**config.mk**
```make
export PLATFORM = sky130hd
export DESIGN_NAME = sram_timer64
export DESIGN_NICKNAME = d
export VERILOG_FILES = /design/src/rtl/sram_timer64.sv
export SDC_FILE = /design/constraint.sdc
export NUM_CORES = 1
export LEC_CHECK = 0
export BUFFER_PORTS_ARGS = -buffer_cell sky130_fd_sc_hd__buf_2
export CORE_ASPECT_RATIO = 0.8
export CORE_UTILIZATION = 61
export CTS_CLUSTER_SIZE = 10
export DETAILED_ROUTE_END_ITERATION = 10
export PLACE_DENSITY = 0.93
export SETUP_SLACK_MARGIN = 0.02
export SYNTH_ARGS = -nofsm -noshare
export SYNTH_HDL_FRONTEND = slang
export SYNTH_SLANG_ARGS = --single-unit
```
**constraint.sdc**
```tcl
create_clock -name clka -period 5.05 [get_ports clka]
set_clock_uncertainty 0.05 [all_clocks]
set_input_delay 1.01 -clock clka [delete_from_list [all_inputs] [get_ports clka]]
set_output_delay 1.01 -clock clka [all_outputs]
set_load 0.005 [all_outputs]
```
**src/rtl/sram_timer64.sv**
```systemverilog
// rtl/sram_timer64.sv - memory-mapped 64-bit timer with compare interrupt
// Four 64-bit words selected by addra[4:3]: MTIME, MTIMECMP, CTRL, STATUS.
module sram_timer64 #(
  parameter int LEN_ADDR = 64,
  parameter int PRESC_W  = 8
) (
  input  logic                clka,
  input  logic                rst,
  input  logic [LEN_ADDR-1:0] addra,
  input  logic [63:0]         dina,
  output logic [63:0]         douta,
  input  logic                ena,
  input  logic [7:0]          wea,
  output logic                timer_irq
);

  localparam logic [1:0] SEL_MTIME  = 2'd0;
  localparam logic [1:0] SEL_CMP    = 2'd1;
  localparam logic [1:0] SEL_CTRL   = 2'd2;
  localparam logic [1:0] SEL_STATUS = 2'd3;

  logic [63:0]        mtime_q, mtime_d;
  logic [63:0]        mtimecmp_q, mtimecmp_d;
  logic               en_q, en_d;
  logic               irq_en_q, irq_en_d;
  logic [PRESC_W-1:0] presc_q, presc_d;
  logic [PRESC_W-1:0] pcnt_q, pcnt_d;
  logic               ovf_q, ovf_d;
  logic [63:0]        douta_q, douta_d;
  logic               irq_q, irq_d;

  logic [1:0]  sel;
  logic        wr;
  logic        tick;
  logic        pend;
  logic        wrap;
  logic [63:0] ctrl_rd;
  logic [63:0] status_rd;
  logic [63:0] rdata;

  // Only the word-select bits matter; the rest of the address is don't-care.
  logic unused_addr;
  assign unused_addr = ^{addra[LEN_ADDR-1:5], addra[2:0]};

  function automatic logic [63:0] byte_merge(input logic [63:0] old_v,
                                             input logic [63:0] new_v,
                                             input logic [7:0]  be);
    logic [63:0] r;
    for (int b = 0; b < 8; b++) begin
      r[8*b +: 8] = be[b] ? new_v[8*b +: 8] : old_v[8*b +: 8];
    end
    return r;
  endfunction

  always_comb begin
    sel  = addra[4:3];
    wr   = ena && (wea != 8'h00);
    pend = (mtime_q >= mtimecmp_q);
    tick = en_q && (pcnt_q == presc_q);
    // An MTIME write swallows the tick, so it can neither increment nor wrap.
    wrap = tick && (&mtime_q) && !(wr && sel == SEL_MTIME);

    ctrl_rd                  = 64'h0;
    ctrl_rd[0]               = en_q;
    ctrl_rd[1]               = irq_en_q;
    ctrl_rd[8 +: PRESC_W]    = presc_q;
    status_rd                = {62'h0, ovf_q, pend};

    case (sel)
      SEL_MTIME: rdata = mtime_q;
      SEL_CMP:   rdata = mtimecmp_q;
      SEL_CTRL:  rdata = ctrl_rd;
      default:   rdata = status_rd;
    endcase

    mtime_d    = mtime_q;
    mtimecmp_d = mtimecmp_q;
    en_d       = en_q;
    irq_en_d   = irq_en_q;
    presc_d    = presc_q;
    ovf_d      = ovf_q;
    douta_d    = ena ? rdata : douta_q;
    irq_d      = pend && irq_en_q;

    if (wr && sel == SEL_MTIME) begin
      mtime_d = byte_merge(mtime_q, dina, wea);
    end else if (tick) begin
      mtime_d = mtime_q + 64'd1;
    end

    if (wr && sel == SEL_CMP) begin
      mtimecmp_d = byte_merge(mtimecmp_q, dina, wea);
    end

    if (wr && sel == SEL_CTRL) begin
      if (wea[0]) begin
        en_d     = dina[0];
        irq_en_d = dina[1];
      end
      for (int i = 0; i < PRESC_W; i++) begin
        if (wea[(8 + i) / 8]) presc_d[i] = dina[8 + i];
      end
    end

    if (wr && sel == SEL_STATUS && wea[0] && dina[1]) ovf_d = 1'b0;
    if (wrap) ovf_d = 1'b1;

    // Restarting the prescaler on any CTRL write gives a full period to the first tick.
    if ((wr && sel == SEL_CTRL) || !en_q || tick) begin
      pcnt_d = '0;
    end else begin
      pcnt_d = pcnt_q + 1'b1;
    end
  end

  always_ff @(posedge clka) begin
    if (rst) begin
      mtime_q    <= 64'h0;
      mtimecmp_q <= 64'hFFFF_FFFF_FFFF_FFFF;
      en_q       <= 1'b0;
      irq_en_q   <= 1'b0;
      presc_q    <= '0;
      pcnt_q     <= '0;
      ovf_q      <= 1'b0;
      douta_q    <= 64'h0;
      irq_q      <= 1'b0;
    end else begin
      mtime_q    <= mtime_d;
      mtimecmp_q <= mtimecmp_d;
      en_q       <= en_d;
      irq_en_q   <= irq_en_d;
      presc_q    <= presc_d;
      pcnt_q     <= pcnt_d;
      ovf_q      <= ovf_d;
      douta_q    <= douta_d;
      irq_q      <= irq_d;
    end
  end

  assign douta     = douta_q;
  assign timer_irq = irq_q;

endmodule

```
# ---- Word level (Yosys, flattened, before mapping)
# Cells that the tools add are included.
dict set report totals {
  ramBits 0
  mem_count 0
  ff_bits 212
  rom_bits 0
  in_bits 139
  latch_bits 0
}
dict set report op_classes {
  shift 0
  n_bitwise 0
  reduce_logical 39
  n_mux 13
  n_addsub 2
  eq_ne 12
  multipliers 0
  n_lt_le_gt_ge 1
  n_div 0
}
# cell count
set op_table {}
lappend op_table {{$pmux W64 S3} 1}
lappend op_table {{$mux W64} 2}
lappend op_table {{$add A64 B1 Y64 const B} 1}
lappend op_table {{$ge A64 B64 Y1} 1}
lappend op_table {{$mux W8} 8}
lappend op_table {{$reduce_and A64 Y1} 1}
lappend op_table {{$reduce_and A2 Y1} 18}
lappend op_table {{$ne A2 B2 Y1 const B} 8}
lappend op_table {{$logic_and A1 B1 Y1} 11}
lappend op_table {{$add A8 B1 Y8 const B} 1}
lappend op_table {{$eq A8 B8 Y1} 1}
lappend op_table {{$reduce_bool A8 Y1} 1}
lappend op_table {{$eq A2 B2 Y1 const B} 2}
lappend op_table {{$reduce_bool A2 Y1} 2}
lappend op_table {{$eq A2 B1 Y1 const B} 1}
lappend op_table {{$logic_not A1 Y1} 2}
lappend op_table {{$logic_not A2 Y1} 1}
lappend op_table {{$logic_or A1 B1 Y1} 2}
lappend op_table {{$mux W1} 2}
lappend op_table {{$reduce_or A2 Y1} 1}

# ---- Longest topological paths before layout
# Gate-level depths: netlist (run 1).
dict set report logic_depth {
  word_depth 7
  depth_mapped 10
  depth_no_buf 9
}

# ---- Worst setup path after synthesis (run 1)
# OpenSTA, ideal clock, no wires.
dict set report synth_timing {
  kind {input to register}
  startpoint {input port wea[1]}
  endpoint {register mtime_q[37]}
  path_buffers 2
  slack_ns 2.127
  setup_ns 0.091
  required_ns 4.909
  arrival_time_ns 2.782
  cell_stages 9
  cell_sequence {buf_2 -> nor4_4 -> a21boi_2 -> nor4_4 -> buf_4 -> a21oi_1 -> a211oi_1 -> a21oi_1 -> a311oi_1}
}
dict set report synth_via {
  elab_chain_cells 5
}
# element line
set synth_lines {}
lappend synth_lines {{start: declaration} 13} ;# input logic [7:0] wea,
lappend synth_lines {{$reduce_bool A8 Y1 *} 57} ;# wr = ena && (wea != 8'h00);
lappend synth_lines {{$logic_and A1 B1 Y1 *} 57}
lappend synth_lines {{$logic_and A1 B1 Y1 *} 85} ;# if (wr && sel == SEL_MTIME) begin
lappend synth_lines {{$ne A2 B2 Y1 (no source line) / $reduce_bool A2 Y1 (equally long branches)} --}
lappend synth_lines {{$reduce_and A2 Y1 (no source line)} --}
lappend synth_lines {{end signal: assignment} 128} ;# mtime_q <= mtime_d;
lappend synth_lines {{end: declaration} 22} ;# logic [63:0] mtime_q, mtime_d;
# Every way passes the cells marked *; elsewhere a longest branch is shown, timed or not.
# A chain may end at the register's enable or synchronous reset.

# ---- Worst setup path after layout (run 1)
dict set report layout_timing {
  startpoint {input port ena}
  endpoint {register mtime_q[9]}
}
dict set report layout_via {
  elab_chain_cells 4
}
# element line
set layout_lines {}
lappend layout_lines {{start: declaration} 12} ;# input logic ena,
lappend layout_lines {{$logic_and A1 B1 Y1 *} 57}
lappend layout_lines {{$logic_and A1 B1 Y1 *} 85}
lappend layout_lines {{$ne A2 B2 Y1 (no source line) / $reduce_bool A2 Y1 (equally long branches)} --}
lappend layout_lines {{$reduce_and A2 Y1 (no source line)} --}
# Marks and branches as above.

==> impl_metrics.ini, run 1 <==
[sta]
rsz0062_at_grt = false
fmax_ghz = 0.287
slew_violations = 0
tightest_slew_ns = 1.07
fin_setup_tns_ns = 0
slew_headroom = 0.279
finalCritPeriodShare = 0.690
hold_viol_final = 0
fin_crit_ns = 3.48
setup_viol_count_final = 0
setup_ws_ns = 1.57

[clock_network]
cts-hold-fix-buffers = 0
cts_setup_buffers = 0
clk_latency_ns = 0.52
path_clk_slew_ns = 0.05
cts_resized = 0
cts_made_buffers = 25
cts_tree = yes
cts_buffer_depth = 3
cts_root_buffer = clkbuf_16
htree_levels = 1
cts.sinks = 212

[routing]
met2_length_mm = 14.9
drt-vias-per-instance = 6.63
via_count = 11600
wl_per_cell_um = 19.5
ant_nets = 0
dr.pass1.iters = 6
drt-total-wl_mm = 34.1
top_layer = met4
drt_iter0_markers = 1386
drc = 0
dr_wl_met3_mm = 3.94
wl_met1_mm = 14.0

[global_route]
gr-total-overflow = 0
track_usage = 0.342
antenna_found_initial = 1
grt_max_degree = 72
grt_pass1_vias = 10500
grt_pass1_wl_mm = 54.0

[die]
rows = 44
start_util = 0.631
io_pins = 204
die_area_um2 = 19600
coreArea_um2 = 18400
die_x_um = 156
die_h_um = 125

[placement]
portBuffers = 141
post_dp_cell_area_um2 = 12400
globalplace.congestion = 0.925
dp_hpwl_mm = 23.5
dp_slack_ns = 1.15

[setup_path]
path_buf_inv = 2
worstReg2RegStart = mtime_q[0]
rrSetupSlack_ns = 1.72
crit_type = in -> reg
cp-start-kind = input port
crit_arrival_ns = 3.84
crit_path_end_kind = flop
r2r-end = douta[0]
path_delay_family = simple AND/OR/NAND/NOR gates
worstPathRequired_ns = 5.41
ff2ff_path_depth = 9
critPathMaxStageDelay_ns = 0.92
crit_chain = buf_2 > nor3b_2 > a21boi_4 > nor4_4 > buf_4 > a21o_1 > a21oi_1 > nor4_1
critical-path-slowest-cell = nor4_4
cp_max_fo = 30

[logic_synthesis]
yosysWarningCount = 0
yosys.area.top_type = dfxtp_1
syn_area_um2 = 11600
ys.flop_type = dfxtp_1
synth_area_leaders = dfxtp_1 (37%), ha_1 (7.1%), nand2_1 (5.2%)
synth_enable_flop_cells = 0
synth_async_sr_flop_share = 0
syn_inst = 1409
yosysSeqAreaShare = 0.366
syn-num-nets = 1614
synth_top_area_frac = 0.366
synth_cell_types = 69
ys_ff_latch = 212
avgSynthCellArea_um2 = 8.23

[hold_path]
min_from = douta[11]
hold_path_class = reg -> reg
holdPathEnd = douta[11]
hold_depth = 2

[final_layout]
fin_nets = 1698
fin_area_um2 = 13000
drive_above_1_share = 0.171
area_growth_pct = 12.2
n_fill_cell = 1431

[job]
max_cap_violations = 0

[outcome]
status = complete, no violations

[pwr]
p_per_area_nw_per_um2 = 283
leakage_nw = 5.78
peakVddDrop_v = 0.000218
==> area by class of cell <==
cell class              instances  area, um2  share of cell area
repair buffers                156        821              0.0631
multi-input cells            1021       6690               0.514
diodes                          1       2.50            0.000192
flip-flops and latches        212       4240               0.326
clock inverters                 1       8.76            0.000674
clock buffers                  27        633              0.0487
well taps                     253        317              0.0243
inverters                      77        289              0.0222
==> sequential cells by signal, indices dropped and copies added (netlist names) <==
register,cells
timer_irq,1
pcnt_q,8
en_q,1
mtimecmp_q,64
irq_en_q,1
douta,64
mtime_q,64
presc_q,8
ovf_q,1
==> layer usage <==
layer  vias to the layer above  track usage
li1                       5288            -
met1                      5446        0.472
met2                       740        0.526
met3                       116       0.0638
met4                         0        0.135
met5                         -            0
==> worst max-delay path by stage <==
stage                       from     endpoint  slack (ns)  cells past startpoint
after floorplan           wea[1]  mtime_q[37]        2.13                      9
after global placement       ena   mtime_q[8]        1.20                      9
after detailed placement     ena  mtime_q[34]        1.15                      8
after CTS                    ena   mtime_q[9]        1.64                      8
after global routing         ena   mtime_q[9]        1.42                      8
final                        ena   mtime_q[9]        1.57                      8
==> kinds of logic (layout without fill, tap and decap cells) <==
| family | after synthesis | count (layout) | share of synthesized area |
|---|---|---|---|
| adder cells (fa/ha/maj) | 66 | 66 | 0.0712 |
| AND/OR/NAND/NOR | 481 | 481 | 0.195 |
| multiplexers | 75 | 75 | 0.0716 |
| flip-flops | 212 | 212 | 0.366 |
| AO/OA/AOI/OAI | 378 | 378 | 0.221 |
| other | 0 | 1 | 0 |
| XOR/XNOR | 21 | 21 | 0.0159 |
| buffers and inverters | 176 | 261 | 0.0589 |
==> cell usage after synthesis, types with 4 or more instances <==
| cell type | instances |
|---|---|
| dfxtp_1 | 212 |
| nand2_1 | 162 |
| nor2_1 | 143 |
| a21oi_1 | 98 |
| clkbuf_1 | 78 |
| inv_1 | 77 |
| ha_1 | 66 |
| o211ai_1 | 64 |
| a22oi_1 | 54 |
| mux2_2 | 51 |
| o21ai_0 | 46 |
| nand3_1 | 43 |
| nand4_1 | 32 |
| and3_1 | 27 |
| a211oi_1 | 25 |
| nor3_1 | 24 |
| mux2i_1 | 21 |
| and4_1 | 16 |
| buf_2 | 12 |
| xnor2_1 | 11 |
| a21o_1 | 10 |
| xor2_1 | 10 |
| and2_1 | 9 |
| a221oi_1 | 8 |
| a311oi_1 | 8 |
| a31oi_1 | 8 |
| buf_1 | 7 |
| nor4_1 | 7 |
| o22ai_1 | 7 |
| nor3b_1 | 5 |
| o21ai_1 | 4 |
==> metrics by stage <==
stage | util | total power [mW] | instances | hold slack [ns]
after detailed placement | 0.672 | 2.17 | 1719 | 0.428
after global routing | 0.707 | 3.79 | 1748 | 0.466
after global placement | 0.672 | 2.15 | 1719 | 0.409
after floorplan | - | 2.03 | 1409 | 0.392
after CTS | 0.707 | 3.67 | 1747 | 0.435
final | 0.707 | 3.68 | 1748 | 0.436
==> worst register-to-register path: cells and delay by family, from the launching register on <==
kind | cells | cell delay (ns)
DFF | 1 | 0.45
and+or+nand+nor | 1 | 0.16
AOI/OAI and AO/OA | 6 | 2.19
buffers and inverters | 1 | 0.07
adders and majority gates | 1 | 0.28
==> cell usage in the layout (no fill, tap or decap), types with 3 or more instances in the layout <==
cell | synthesis | routed
dfxtp_1 | 212 | 212
nand2_1 | 162 | 161
nor2_1 | 143 | 142
buf_2 | 12 | 140
a21oi_1 | 98 | 98
inv_1 | 77 | 75
ha_1 | 66 | 66
o211ai_1 | 64 | 64
a22oi_1 | 54 | 54
mux2_2 | 51 | 51
o21ai_0 | 46 | 46
nand3_1 | 43 | 43
nand4_1 | 32 | 32
and3_1 | 27 | 27
a211oi_1 | 25 | 25
clkbuf_16 | 0 | 25
nor3_1 | 24 | 24
mux2i_1 | 21 | 21
and4_1 | 16 | 16
buf_4 | 2 | 16
xnor2_1 | 11 | 11
a21o_1 | 10 | 10
xor2_1 | 10 | 10
and2_1 | 9 | 9
a221oi_1 | 8 | 8
a31oi_1 | 8 | 8
a311oi_1 | 8 | 8
nor4_1 | 7 | 7
o22ai_1 | 7 | 7
nor3b_1 | 5 | 4
o21ai_1 | 4 | 4
o21a_1 | 3 | 3
o31ai_1 | 3 | 3
nor4_4 | 3 | 3
a2111oi_2 | 3 | 3
o211a_1 | 3 | 3
a2111oi_1 | 3 | 3
o221a_2 | 3 | 3
a31o_2 | 3 | 3
==> power by group <==
group | switching (mW) | leakage [nW] | internal [mW]
clock network | 0.661 | 0.315 | 0.873
registers | 0.0394 | 1.72 | 1.72
logic | 0.233 | 3.74 | 0.149
total | 0.934 | 5.78 | 2.75
(Power assumes the default switching activity.)
==> inputs of run 2 (changes only) <==
Settings changed: CORE_UTILIZATION 61 to 51, PLACE_DENSITY 0.93 to 0.84.
Clock period 5.05 ns to 3 ns, I/O delays scaled along.
==> run 2 against run 1 <==
Cell count up 4.5%. Register-to-register slack worse by 1.5 ns. Wire length increased by 0.32%. Global-route usage shrank 5.0 points. Largest power group unchanged. Highest routed layer unchanged.
==> impl_metrics.ini, run 2 (synthesis results as in run 1) <==
[clock_network]
cts_root_buffer = clkbuf_16
cts.sinks = 212
htree_levels = 1
clk_latency_ns = 0.53
cts_made_buffers = 25
cts_resized = 0
cts-hold-fix-buffers = 0
path_clk_slew_ns = 0.06
cts_tree = yes
cts_buffer_depth = 3
cts_setup_buffers = 0

[global_route]
antenna_found_initial = 2
grt_pass1_wl_mm = 54.2
gr-total-overflow = 0
track_usage = 0.291
grt_pass1_vias = 10300
grt_max_degree = 77

[sta]
fin_setup_tns_ns = 0
fmax_ghz = 0.365
tightest_slew_ns = 0.903
rsz0062_at_grt = false
setup_viol_count_final = 0
finalCritPeriodShare = 0.914
slew_headroom = 0.398
hold_viol_final = 0
fin_crit_ns = 2.74
slew_violations = 0

[placement]
dpl.cell_count = 1793
portBuffers = 141
globalplace.congestion = 0.914
dp_hpwl_mm = 24.0
post_dp_cell_area_um2 = 12700

[setup_path]
crit_path_end_kind = flop
crit_arrival_ns = 3.11
crit_type = reg -> reg
worstPathRequired_ns = 3.37
cp-start-kind = flop
cp_max_fo = 7

[die]
rows = 48
die_h_um = 137
coreArea_um2 = 21900
die_x_um = 171
die_area_um2 = 23300
start_util = 0.529
io_pins = 204

[pwr]
power.total_mw = 6.30
leakage_nw = 5.96
p_per_area_nw_per_um2 = 471
peakVddDrop_v = 0.000354

[routing]
drt-total-wl_mm = 34.2
wl_per_cell_um = 18.7
drt_iter0_markers = 1314
dr.pass1.iters = 6
drt-vias-per-instance = 6.18
ant_nets = 0
drc = 0
via_count = 11300

[final_layout]
fin_area_um2 = 13400
stdcell_count = 1827
mostFrequentLayoutCell = dfxtp_1
n_fill_cell = 1844
area_growth_pct = 15.4
drive_above_1_share = 0.187
final_cell_mix = dfxtp_1 (212), nand2_1 (161), nor2_1 (142)
fin_nets = 1725

[hold_path]
hold_path_class = in -> reg

[job]
max_cap_violations = 0

[outcome]
status = complete, no violations
-- run 2: changes by cell type in the layout (fill, tap and decap cells not counted) --
cell,change
buf_4,+22
buf_12,+5
clkbuf_8,+3
diode_2,+2
clkinv_4,-1
inv_6,+1
-- run 2: per-stage QoR --
stage	utilization	worst slack, ns	hold slack (ns)
CTS	0.610	0.318	0.262
finish	0.610	0.257	0.272
global placement	0.579	0.268	0.408
global route	0.610	0.128	0.278
detailed placement	0.579	0.209	0.419
floorplan	-	0.487	0.392
-- run 2: cell type report --
class,count,area (um2),area share
multi-input cells,1021,6690,0.500
flip-flops and latches,212,4240,0.317
repair buffers,183,1090,0.0812
clock buffers,30,674,0.0504
well taps,300,375,0.0281
inverters,77,289,0.0216
clock inverters,1,8.76,0.000655
diodes,3,7.51,0.000561
-- run 2: where the power goes --
part | leakage [nW] | internal (mW) | switching, mW | total [mW]
clock | 0.337 | 1.55 | 1.12 | 2.67
sequential | 1.72 | 2.90 | 0.0598 | 2.96
combinational | 3.90 | 0.266 | 0.395 | 0.662
-- run 2: worst max-delay path: stages (launching register included) --
cell and delay, ns:
dfxtp_1 0.44, and4_1 0.30, and4_1 0.35, buf_4 0.20, and4_1 0.34, nand3_1 0.22, o31ai_1 0.28, a21oi_1 0.12
nor4_1 0.33
-- run 2: final timing paths --
check | to | slack (ns) | cells past startpoint | startpoint
min reg2reg | ovf_q | 0.42 | 2 | ovf_q
max reg2reg | mtime_q[61] | 0.26 | 8 | mtime_q[2]
max | mtime_q[61] | 0.26 | 8 | mtime_q[2]
min | mtimecmp_q[16] | 0.27 | 3 | dina[16]
-- run 2: layer usage --
| layer | part of all wire | routed length (um) | vias up | global-route usage |
|---|---|---|---|---|
| li1 | - | - | 5337 | - |
| met4 | 0.032 | 1110 | 0 | 0.104 |
| met3 | 0.10 | 3440 | 94 | 0.0463 |
| met2 | 0.42 | 14500 | 603 | 0.438 |
| met1 | 0.45 | 15200 | 5261 | 0.419 |
| met5 | 0 | 0 | - | 0 |
==> inputs of run 3 (changes only) <==
Settings changed: CORE_UTILIZATION 51 to 50, PLACE_DENSITY 0.84 to 0.82, SETUP_SLACK_MARGIN 0.02 to 0.5.
==> run 3 against run 2 <==
Total power shrank 0.53%. Clock power is 1% lower. Die area up 2.0%. Largest power group unchanged.
==> impl_metrics.ini, run 3 (synthesis results as in run 1) <==
[clock_network]
cts_tree = yes
cts.sinks = 212
path_clk_slew_ns = 0.05
cts_root_buffer = clkbuf_16
cts_made_buffers = 25
clk_latency_ns = 0.52
cts-hold-fix-buffers = 0
cts_buffer_depth = 3
htree_levels = 1

[sta]
fin_crit_ns = 2.51
rsz0062_at_grt = true
hold_viol_final = 0
tightest_slew_ns = 0.766
slew_headroom = 0.488
holdWs_ns = 0.275
fin_setup_tns_ns = 0
slew_violations = 0
finalCritPeriodShare = 0.836
fmax_ghz = 0.399
setup_viol_count_final = 0

[job]
max_cap_violations = 0

[setup_path]
cp_max_fo = 8
critPathMaxStageDelay_ns = 0.46
critical-path-slowest-cell = dfxtp_1
worstPathRequired_ns = 3.32
cp_common_cell = and4_1
crit_chain = and4_1 > and4_1 > nand4_1 > buf_4 > nor4_1 > nand3_1 > a21oi_1 > nor3_1
crit_type = reg -> reg
crit_path_end_kind = flop
crit_arrival_ns = 2.83
cp-start-kind = flop

[routing]
drt_iter0_markers = 1381
via_count = 11400
drc = 0
met2_length_mm = 14.7
dr.pass1.iters = 5
top_layer = met5
wl_met1_mm = 15.2
wl_per_cell_um = 18.5
drt-total-wl_mm = 34.2
drt-vias-per-instance = 6.14
dr_wl_met3_mm = 3.40
ant_nets = 0

[pwr]
p_per_area_nw_per_um2 = 462
leakage_nw = 6.05
peakVddDrop_v = 0.000341

[outcome]
status = complete, no violations

[final_layout]
final_cell_mix = dfxtp_1 (207), nand2_1 (161), buf_2 (140)
drive_above_1_share = 0.208
area_growth_pct = 16.9
fin_nets = 1740
mostFrequentLayoutCell = dfxtp_1

[die]
die_x_um = 172
start_util = 0.512
coreArea_um2 = 22600
io_pins = 204
rows = 49
die_area_um2 = 23800
die_h_um = 138

[placement]
dp_hpwl_mm = 24.4
globalplace.congestion = 0.930
portBuffers = 141

[global_route]
grt_pass1_wl_mm = 54.2
grt_pass1_vias = 10300
grt_max_degree = 132
antenna_found_initial = 2
gr-total-overflow = 0
track_usage = 0.282

[hold_path]
hold_path_class = in -> reg
-- run 3: changes by cell type in the layout (fill, tap and decap cells not counted), moves of 2 or more --
cell | before | now
nand3_1 | 43 | 40
nor2_1 | 142 | 138
buf_4 | 38 | 53
dfxtp_2 | 0 | 5
clkbuf_1 | 2 | 6
nand3_2 | 0 | 3
nor2_2 | 1 | 4
and4_1 | 16 | 14
o21ai_0 | 46 | 43
dfxtp_1 | 212 | 207
clkbuf_8 | 3 | 1
o21ai_2 | 0 | 3
-- run 3: path summary, 6_finish.rpt --
check                            startpoint             end  slack (ns)  cells after the start
worst max-delay path            mtime_q[25]     mtime_q[55]        0.49                      8
worst max register to register  mtime_q[25]     mtime_q[55]        0.49                      8
worst min register to register    douta[11]       douta[11]        0.43                      2
worst min-delay path               dina[16]  mtimecmp_q[16]        0.28                      3
-- run 3: what timing repair did --
item	4_1_cts	5_1_grt
pin swaps	0	8
endpoints found under the setup margin	12	30
buffers inserted	2	2
resized for setup	5	24
gates cloned	0	0
endpoints found under the hold margin	0	0
-- run 3: power breakdown --
group	total [mW]	leakage, nW	internal [mW]	switching (mW)
Clock	2.63	0.322	1.51	1.12
Sequential	2.96	1.73	2.90	0.0599
Combinational	0.672	4.00	0.274	0.398
-- run 3: cell type report --
type / count / area [um2]
tap: 306 / 383
sequential: 212 / 4250
antenna: 2 / 5.00
inverter: 77 / 289
fill: 1986 / 9070
clock buffer: 32 / 662
timing repair buffer: 198 / 1200
multi-input combinational: 1021 / 6760
-- run 3: stage by stage --
| stage | worst slack (ns) | util | cell area, um2 | instances | power, mW |
|---|---|---|---|---|---|
| CTS | 0.448 | 0.595 | 13500 | 1844 | 6.28 |
| global route | 0.391 | 0.599 | 13500 | 1847 | 6.47 |
| floorplan | 0.626 | - | 11600 | 1409 | 3.41 |
| global placement | 0.268 | 0.565 | 12800 | 1810 | 3.66 |
| finish | 0.491 | 0.599 | 13500 | 1848 | 6.26 |
| detailed placement | 0.212 | 0.565 | 12800 | 1810 | 3.68 |
-- run 3: worst max-delay path, delay by kind of cell, from the launching register on --
| family | cells | cell delay, ns |
|---|---|---|
| buffers and inverters | 1 | 0.23 |
| DFF | 1 | 0.46 |
| AOI/OAI and AO/OA | 1 | 0.22 |
| and+or+nand+nor | 6 | 1.40 |
-- run 3: layer usage --
metal  up-vias  global-route usage
li1       5370                   -
met3        83              0.0475
met2       581               0.421
met1      5316               0.415
met5         -                   0
met4         2              0.0759
